## src/rtl/cla_stream_accumulator_if.sv

```systemverilog
// Stream bus for cla_stream_accumulator: operand input channel and result output
// channel, both valid/ready. The master drives operands and consumes results;
// the slave (the accumulator) accepts operands and presents results.
interface cla_stream_accumulator_if #(
  parameter int WRAP_W = 8
) ();
  logic              in_valid;
  logic              in_ready;
  logic [63:0]       in_data;
  logic              out_valid;
  logic              out_ready;
  logic [63:0]       out_sum;
  logic [WRAP_W-1:0] out_wraps;

  modport master (
    output in_valid, in_data, out_ready,
    input  in_ready, out_valid, out_sum, out_wraps
  );

  modport slave (
    input  in_valid, in_data, out_ready,
    output in_ready, out_valid, out_sum, out_wraps
  );
endinterface

```

## src/rtl/cla_stream_accumulator.sv

```systemverilog
// cla_stream_accumulator: folds a burst of LEN 64-bit operands into a running sum
// through one 64-bit carry-look-ahead adder, counts carry-out (wrap) events in a
// saturating counter and presents the result on a valid/ready output.
// Optional build macro CLA_ACC_SUB_EN adds a 'sub' port that turns the burst into a
// running subtraction (acc - operand), where a wrap event is a borrow.
// Also contains Carry_Look_Ahead_64bit, the adder used by the accumulator.

// Three-level carry-look-ahead: 4-bit groups, 16-bit sections, 64-bit top.
module Carry_Look_Ahead_64bit (
  input  logic [63:0] A,
  input  logic [63:0] B,
  input  logic        Cin,
  output logic [63:0] S,
  output logic        Cout
);
  logic [63:0] g, p, c;
  logic [15:0] gg, gp, gc;
  logic [3:0]  sg, sp, sc, sec_co;

  // Carries out of each of four positions given generate/propagate and carry-in.
  function automatic logic [3:0] cla4(input logic [3:0] g4, input logic [3:0] p4,
                                      input logic ci);
    cla4[0] = g4[0] | (p4[0] & ci);
    cla4[1] = g4[1] | (p4[1] & g4[0]) | (&p4[1:0] & ci);
    cla4[2] = g4[2] | (p4[2] & g4[1]) | (&p4[2:1] & g4[0]) | (&p4[2:0] & ci);
    cla4[3] = g4[3] | (p4[3] & g4[2]) | (&p4[3:2] & g4[1]) | (&p4[3:1] & g4[0])
            | (&p4 & ci);
  endfunction

  // Generate/propagate up the tree, then carries back down to every bit.
  always_comb begin
    logic [3:0] lk;
    g = A & B;
    p = A ^ B;
    for (int i = 0; i < 16; i++) begin
      lk    = cla4(g[4*i +: 4], p[4*i +: 4], 1'b0);
      gg[i] = lk[3];
      gp[i] = &p[4*i +: 4];
    end
    for (int j = 0; j < 4; j++) begin
      lk    = cla4(gg[4*j +: 4], gp[4*j +: 4], 1'b0);
      sg[j] = lk[3];
      sp[j] = &gp[4*j +: 4];
    end
    sec_co = cla4(sg, sp, Cin);
    sc     = {sec_co[2:0], Cin};
    for (int j = 0; j < 4; j++) begin
      lk            = cla4(gg[4*j +: 4], gp[4*j +: 4], sc[j]);
      gc[4*j +: 4]  = {lk[2:0], sc[j]};
    end
    for (int i = 0; i < 16; i++) begin
      lk           = cla4(g[4*i +: 4], p[4*i +: 4], gc[i]);
      c[4*i +: 4]  = {lk[2:0], gc[i]};
    end
    S    = p ^ c;
    Cout = sec_co[3];
  end
endmodule

module cla_stream_accumulator #(
  parameter int CNT_W  = 16,
  parameter int WRAP_W = 8
) (
  input  logic                 clk,
  input  logic                 rst_n,
  input  logic                 start,
  input  logic [CNT_W-1:0]     len,
`ifdef CLA_ACC_SUB_EN
  input  logic                 sub,
`endif
  output logic                 busy,
  cla_stream_accumulator_if.slave bus
);
  localparam logic [1:0] S_IDLE  = 2'd0;
  localparam logic [1:0] S_ACCUM = 2'd1;
  localparam logic [1:0] S_DONE  = 2'd2;

  localparam logic [CNT_W-1:0]  CNT_ONE  = {{(CNT_W-1){1'b0}}, 1'b1};
  localparam logic [WRAP_W-1:0] WRAP_ONE = {{(WRAP_W-1){1'b0}}, 1'b1};

  logic [1:0]        state_q, state_d;
  logic [63:0]       acc_q, acc_d;
  logic [63:0]       sum_q, sum_d;
  logic [CNT_W-1:0]  rem_q, rem_d;
  logic [WRAP_W-1:0] wraps_q, wraps_d;
  logic [WRAP_W-1:0] owr_q, owr_d;
  logic              sub_q, sub_d;

  logic        beat;
  logic [63:0] add_b, add_s;
  logic        add_ci, add_co, wrap_evt;

  // Wrap counter sticks at all-ones instead of rolling over.
  function automatic logic [WRAP_W-1:0] sat_inc(input logic [WRAP_W-1:0] v);
    sat_inc = (&v) ? v : v + WRAP_ONE;
  endfunction

  assign bus.in_ready  = (state_q == S_ACCUM);
  assign bus.out_valid = (state_q == S_DONE);
  assign bus.out_sum   = sum_q;
  assign bus.out_wraps = owr_q;
  assign busy          = (state_q != S_IDLE);
  assign beat          = bus.in_valid && (state_q == S_ACCUM);

`ifdef CLA_ACC_SUB_EN
  // Subtract as acc + ~x + 1; a missing carry-out means the subtraction borrowed.
  assign add_b    = sub_q ? ~bus.in_data : bus.in_data;
  assign add_ci   = sub_q;
  assign wrap_evt = sub_q ? ~add_co : add_co;
`else
  assign add_b    = bus.in_data;
  assign add_ci   = 1'b0;
  assign wrap_evt = add_co;
  assign sub_d    = 1'b0;
`endif

  Carry_Look_Ahead_64bit u_cla (
    .A    (acc_q),
    .B    (add_b),
    .Cin  (add_ci),
    .S    (add_s),
    .Cout (add_co)
  );

  // Burst sequencing: arm on start, fold one operand per beat, hold result until taken.
  always_comb begin
    state_d = state_q;
    acc_d   = acc_q;
    sum_d   = sum_q;
    rem_d   = rem_q;
    wraps_d = wraps_q;
    owr_d   = owr_q;
`ifdef CLA_ACC_SUB_EN
    sub_d   = sub_q;
`endif
    case (state_q)
      S_IDLE: begin
        if (start) begin
          acc_d   = '0;
          wraps_d = '0;
`ifdef CLA_ACC_SUB_EN
          sub_d   = sub;
`endif
          if (len != '0) begin
            rem_d   = len;
            state_d = S_ACCUM;
          end else begin
            sum_d   = '0;
            owr_d   = '0;
            state_d = S_DONE;
          end
        end
      end
      S_ACCUM: begin
        if (beat) begin
          acc_d = add_s;
          rem_d = rem_q - CNT_ONE;
          if (wrap_evt) wraps_d = sat_inc(wraps_q);
          if (rem_q == CNT_ONE) begin
            sum_d   = add_s;
            owr_d   = wraps_d;
            state_d = S_DONE;
          end
        end
      end
      S_DONE: begin
        if (bus.out_ready) state_d = S_IDLE;
      end
      default: state_d = S_IDLE;
    endcase
  end

  // State and datapath registers; reset abandons any burst in flight.
  always_ff @(posedge clk or negedge rst_n) begin
    if (!rst_n) begin
      state_q <= S_IDLE;
      acc_q   <= '0;
      sum_q   <= '0;
      rem_q   <= '0;
      wraps_q <= '0;
      owr_q   <= '0;
      sub_q   <= 1'b0;
    end else begin
      state_q <= state_d;
      acc_q   <= acc_d;
      sum_q   <= sum_d;
      rem_q   <= rem_d;
      wraps_q <= wraps_d;
      owr_q   <= owr_d;
      sub_q   <= sub_d;
    end
  end
endmodule
```

## src/flat_wrapper.sv

```systemverilog
// flat-port wrapper written by rule: the top's interface ports become plain ports
module cla_stream_accumulator_flat 
#(
  parameter int CNT_W  = 16,
  parameter int WRAP_W = 8
)
  (clk, rst_n, start, len, busy, bus_in_valid, bus_in_data, bus_out_ready, bus_in_ready, bus_out_valid, bus_out_sum, bus_out_wraps);
  cla_stream_accumulator_if #(.WRAP_W(WRAP_W)) bus_i ();
  input  logic clk;
  input  logic rst_n;
  input  logic start;
  input  logic [CNT_W-1:0] len;
  output logic busy;
  input wire logic [$bits(bus_i.in_valid)-1:0] bus_in_valid;
  input wire logic [$bits(bus_i.in_data)-1:0] bus_in_data;
  input wire logic [$bits(bus_i.out_ready)-1:0] bus_out_ready;
  output wire logic [$bits(bus_i.in_ready)-1:0] bus_in_ready;
  output wire logic [$bits(bus_i.out_valid)-1:0] bus_out_valid;
  output wire logic [$bits(bus_i.out_sum)-1:0] bus_out_sum;
  output wire logic [$bits(bus_i.out_wraps)-1:0] bus_out_wraps;
  assign bus_i.in_valid = bus_in_valid;
  assign bus_i.in_data = bus_in_data;
  assign bus_i.out_ready = bus_out_ready;
  assign bus_in_ready = bus_i.in_ready;
  assign bus_out_valid = bus_i.out_valid;
  assign bus_out_sum = bus_i.out_sum;
  assign bus_out_wraps = bus_i.out_wraps;
  cla_stream_accumulator #(.CNT_W(CNT_W), .WRAP_W(WRAP_W)) u_core (.clk(clk), .rst_n(rst_n), .start(start), .len(len), .busy(busy), .bus(bus_i));
endmodule
```

## config.mk

```make
export PLATFORM = sky130hd
export DESIGN_NAME = cla_stream_accumulator_flat
export DESIGN_NICKNAME = d
export VERILOG_FILES = /design/src/rtl/cla_stream_accumulator_if.sv /design/src/rtl/cla_stream_accumulator.sv /design/src/flat_wrapper.sv
export SDC_FILE = /design/constraint.sdc
export NUM_CORES = 1
export LEC_CHECK = 0
export BUFFER_PORTS_ARGS = -buffer_cell sky130_fd_sc_hd__buf_2
export CORE_ASPECT_RATIO = 1.2
export CORE_MARGIN = 5
export CORE_UTILIZATION = 40
export DETAILED_ROUTE_END_ITERATION = 12
export PLACE_DENSITY = 0.62
export SYNTH_ARGS = -nofsm -noshare
export SYNTH_HDL_FRONTEND = slang
export SYNTH_SLANG_ARGS = --single-unit
```

## constraint.sdc

```tcl
create_clock -name clk -period 4.35 [get_ports clk]
set_clock_uncertainty 0.2 [all_clocks]
set_input_delay 0.6525 -clock clk [delete_from_list [all_inputs] [get_ports clk]]
set_output_delay 0.6525 -clock clk [all_outputs]
set_load 0.1 [all_outputs]
```

==> impl_metrics.ini <==
[floorplan]
die_y_um = 178.6
die_area_sq_mm = 0.02689
placeableCoreArea_sq_mm = 0.02328
io_pins = 160
initial_utilization_pct = 40.72
rows = 61
floorplan.die.width_um = 150.5

[clock_tree]
cts.sink_count = 162
tritoncts_buffers = 17
clk_pin_slew_ns = 0.06
clock_latency_ns = 0.43
tritoncts_clock_tree = yes
cts.hold.buffers_added = 0
cts_buffer_depth = 2
cts.repair_timing.setup_buffer_count = 0
htree_levels = 4
post_cts_resized = 0
ctsRootBufferMaster = clkbuf_16

[cells_and_area]
multi_input_comb_area_sq_mm = 0.005180
stdcell_count = 1488
layout.core_utilization_pct = 48.22
final-seq-area_sq_mm = 0.004054
layout.cells.most_common = nand2_1
design_area_sq_mm = 0.01122
layout.cells.most_common_list = nand2_1 (183), dfrtp_1 (162), buf_2 (158), o21ai_0 (125), ha_1 (67)
n_fill_cell = 2231
syn_to_final_growth_pct = 18.41
layout-drive-gt1-share_pct = 19.73
nets = 1326

[run_status]
outcome = complete, no violations

[setup_path]
r2r_setup_slack_ns = 0.60
worstPathRequired_ns = 4.47
critical_path_arrival_ns = 3.87
timing_worst_setup_path_type = reg2reg
rr_endpoint = u_core.acc_q[56]
timing.critical_path.to_type = register
reg2regPathDepth = 12
timing.rr.start = u_core.acc_q[22]
timing.critical_path.from_type = register
critical_path_peak_fanout = 5

[pwr]
cellInternalPower_mw = 4.236
power.density_cell_area_mw_per_mm2 = 793.4
power.clock.fraction_pct = 16.2
power.combinational.fraction_pct = 57.4
power.ir.vdd_worst_uv = 374.6
p_leak_nw = 5.513
power.sequential.fraction_pct = 26.4
power_switching_mw = 4.669
sw_frac_of_total_pct = 52.43
fin_total_pwr_mw = 8.905

[global_route]
grt_antenna_before_repair = 6
pin_count_of_the_biggest_net_entering_global_routing = 80
grt_pass1_wl_um = 40500
globalRouteMet2Util_pct = 32.17
grtUsageMet1_pct = 23.97
grt_pass1_vias = 8005
grt.total_usage_pct = 18.87
grt_util_met3_pct = 4.498
grt_busiest_layer = met2
overall_overflow_remaining_after_global_route = 0

[sta]
setup_total_negative_slack_ns = 0
final_hold_viol_count = 0
fin_hold_ws_ns = 0.04129
worst-slew-pin-transition_ns = 1.172
final.setup.worst_slack_ns = 0.5997
report.final.slew_viol_count = 0
max_slew_headroom_pct = 21.58
final_min_period_over_clock_period_pct = 86.21
setup_viol_count_final = 0
min_period_ns = 3.750
unrepaired_setup_endpoints_after_global_routing = false
achievable_clock_frequency_mhz = 266.6

[logic_synthesis]
edff_count_synth = 0
synth_compound_gate_area_share_pct = 22.39
number_of_standard_cells_after_synthesis = 1009
synth.mux.area_fraction_pct = 0.7656
synth_seq_cells = 162
syn_area_per_cell_sq_um = 9.395
synth_flop_cell = dfrtp_1
synth_top_family_by_area = compound AO/OA/AOI/OAI gates
number_of_synthesis_warnings = 0
synth_seq_area_share_pct = 42.77
synth-xor-area-share_pct = 4.620
synth_async_sr_flop_share_pct = 100.0
synth-adder-area-share_pct = 12.22
post_synth_and_or_nand_nor_area_fraction_pct = 14.43
mappedNetlistArea_sq_mm = 0.009479
yosysUniqueCellTypes = 67
synth_fp_nets = 1177

[place]
dpl.cell_count = 1454
placed_cell_area_sq_mm = 0.01066
placement.setup.worst_slack_ns = 0.1845
dp_hpwl_um = 17710
port_buffers = 159
place.gp.congestion = 0.8549

[route]
route.detailed.drc = 0
vias_post_dr = 7888
drt_first_pass_iters = 5
wl_per_cell_um = 16.37
drt.antenna.violating_nets = 0
detail_route.wirelength_um = 24360
drt_first_iter_violations = 345
avgViaCountPerCell = 5.301

[hold_path]
holdCritPathClass = in2async

[job]
max_cap_viol_count = 0
power by group through the flow:
stage               logic (mW)  clock network (mW)  registers, mW
floorplan                 2.65                   0           3.74
global placement          5.08                   0           2.36
detailed placement        5.14                   0           2.38
CTS                       5.16                1.49           2.36
global route              5.61                1.55           2.43
finish                    5.11                1.44           2.35
layout make-up:
class / count / area share (%)
multi-input cells: 776 / 46.15
flip-flops and latches: 162 / 36.12
repair buffers: 177 / 8.349
clock buffers: 19 / 4.035
well taps: 315 / 3.511
clock inverters: 13 / 0.9921
inverters: 24 / 0.8026
diodes: 2 / 0.04459
critical path, cell delays in order, from the launching register on:
cell and delay (ns):
dfrtp_1 0.38, ha_1 0.35, nand4_1 0.17, nor4_1 0.49, nand4_1 0.20, o211ai_2 0.15
buf_4 0.20, a22oi_2 0.09, a31oi_2 0.40, inv_1 0.08, o221ai_1 0.22, fa_1 0.47
a32o_1 0.23
cells in the mapped netlist, types with 19 or more instances:
cell	instances	area (sq um)
a22o_1	28	245.2
xor2_1	29	254.0
o31ai_1	20	150.1
a21o_1	19	142.6
nand2_1	183	686.9
clkbuf_1	41	153.9
xnor2_1	21	183.9
o21ai_0	125	625.6
dfrtp_1	162	4054
ha_1	67	838.3
inv_1	23	86.33
nor2_1	50	187.7
a21oi_1	55	275.3
cell families after synthesis:
group / Yosys count
AO/OA/AOI/OAI: 322
AND/OR/NAND/NOR: 314
flip-flops: 162
adder cells (fa/ha/maj): 83
buffers and inverters: 71
XOR/XNOR: 50
multiplexers: 7
routing by layer:
metal  routed length (um)  share of wire [%]  vias up
li1                     -                  -     3936
met1                10790                 44     3763
met2                11860                 49      147
met3                 1267                5.2       34
met4                  400                1.6        8
met5                   42               0.17        -
sequential cells by signal, summed over array words and instances (netlist names):
register              cells
u_core.acc_q             64
u_core.wraps_q            8
u_core.bus.out_wraps      8
u_core.rem_q             16
u_core.state_q            2
u_core.bus.out_sum       64
how the worst max path moves through the flow:
stage / endpoint / slack [ns] / from
after global routing: u_core.bus.out_sum[45] / 0.27 / u_core.acc_q[19]
final: u_core.acc_q[56] / 0.60 / u_core.acc_q[22]
after detailed placement: u_core.acc_q[57] / 0.18 / bus_in_data[21]
after global placement: u_core.bus.out_sum[57] / 0.26 / bus_in_data[21]
after CTS: u_core.acc_q[56] / 0.55 / u_core.acc_q[22]
after floorplan: u_core.acc_q[45] / 0.58 / bus_in_data[21]
Note: power is estimated with default switching activity, not from simulation.
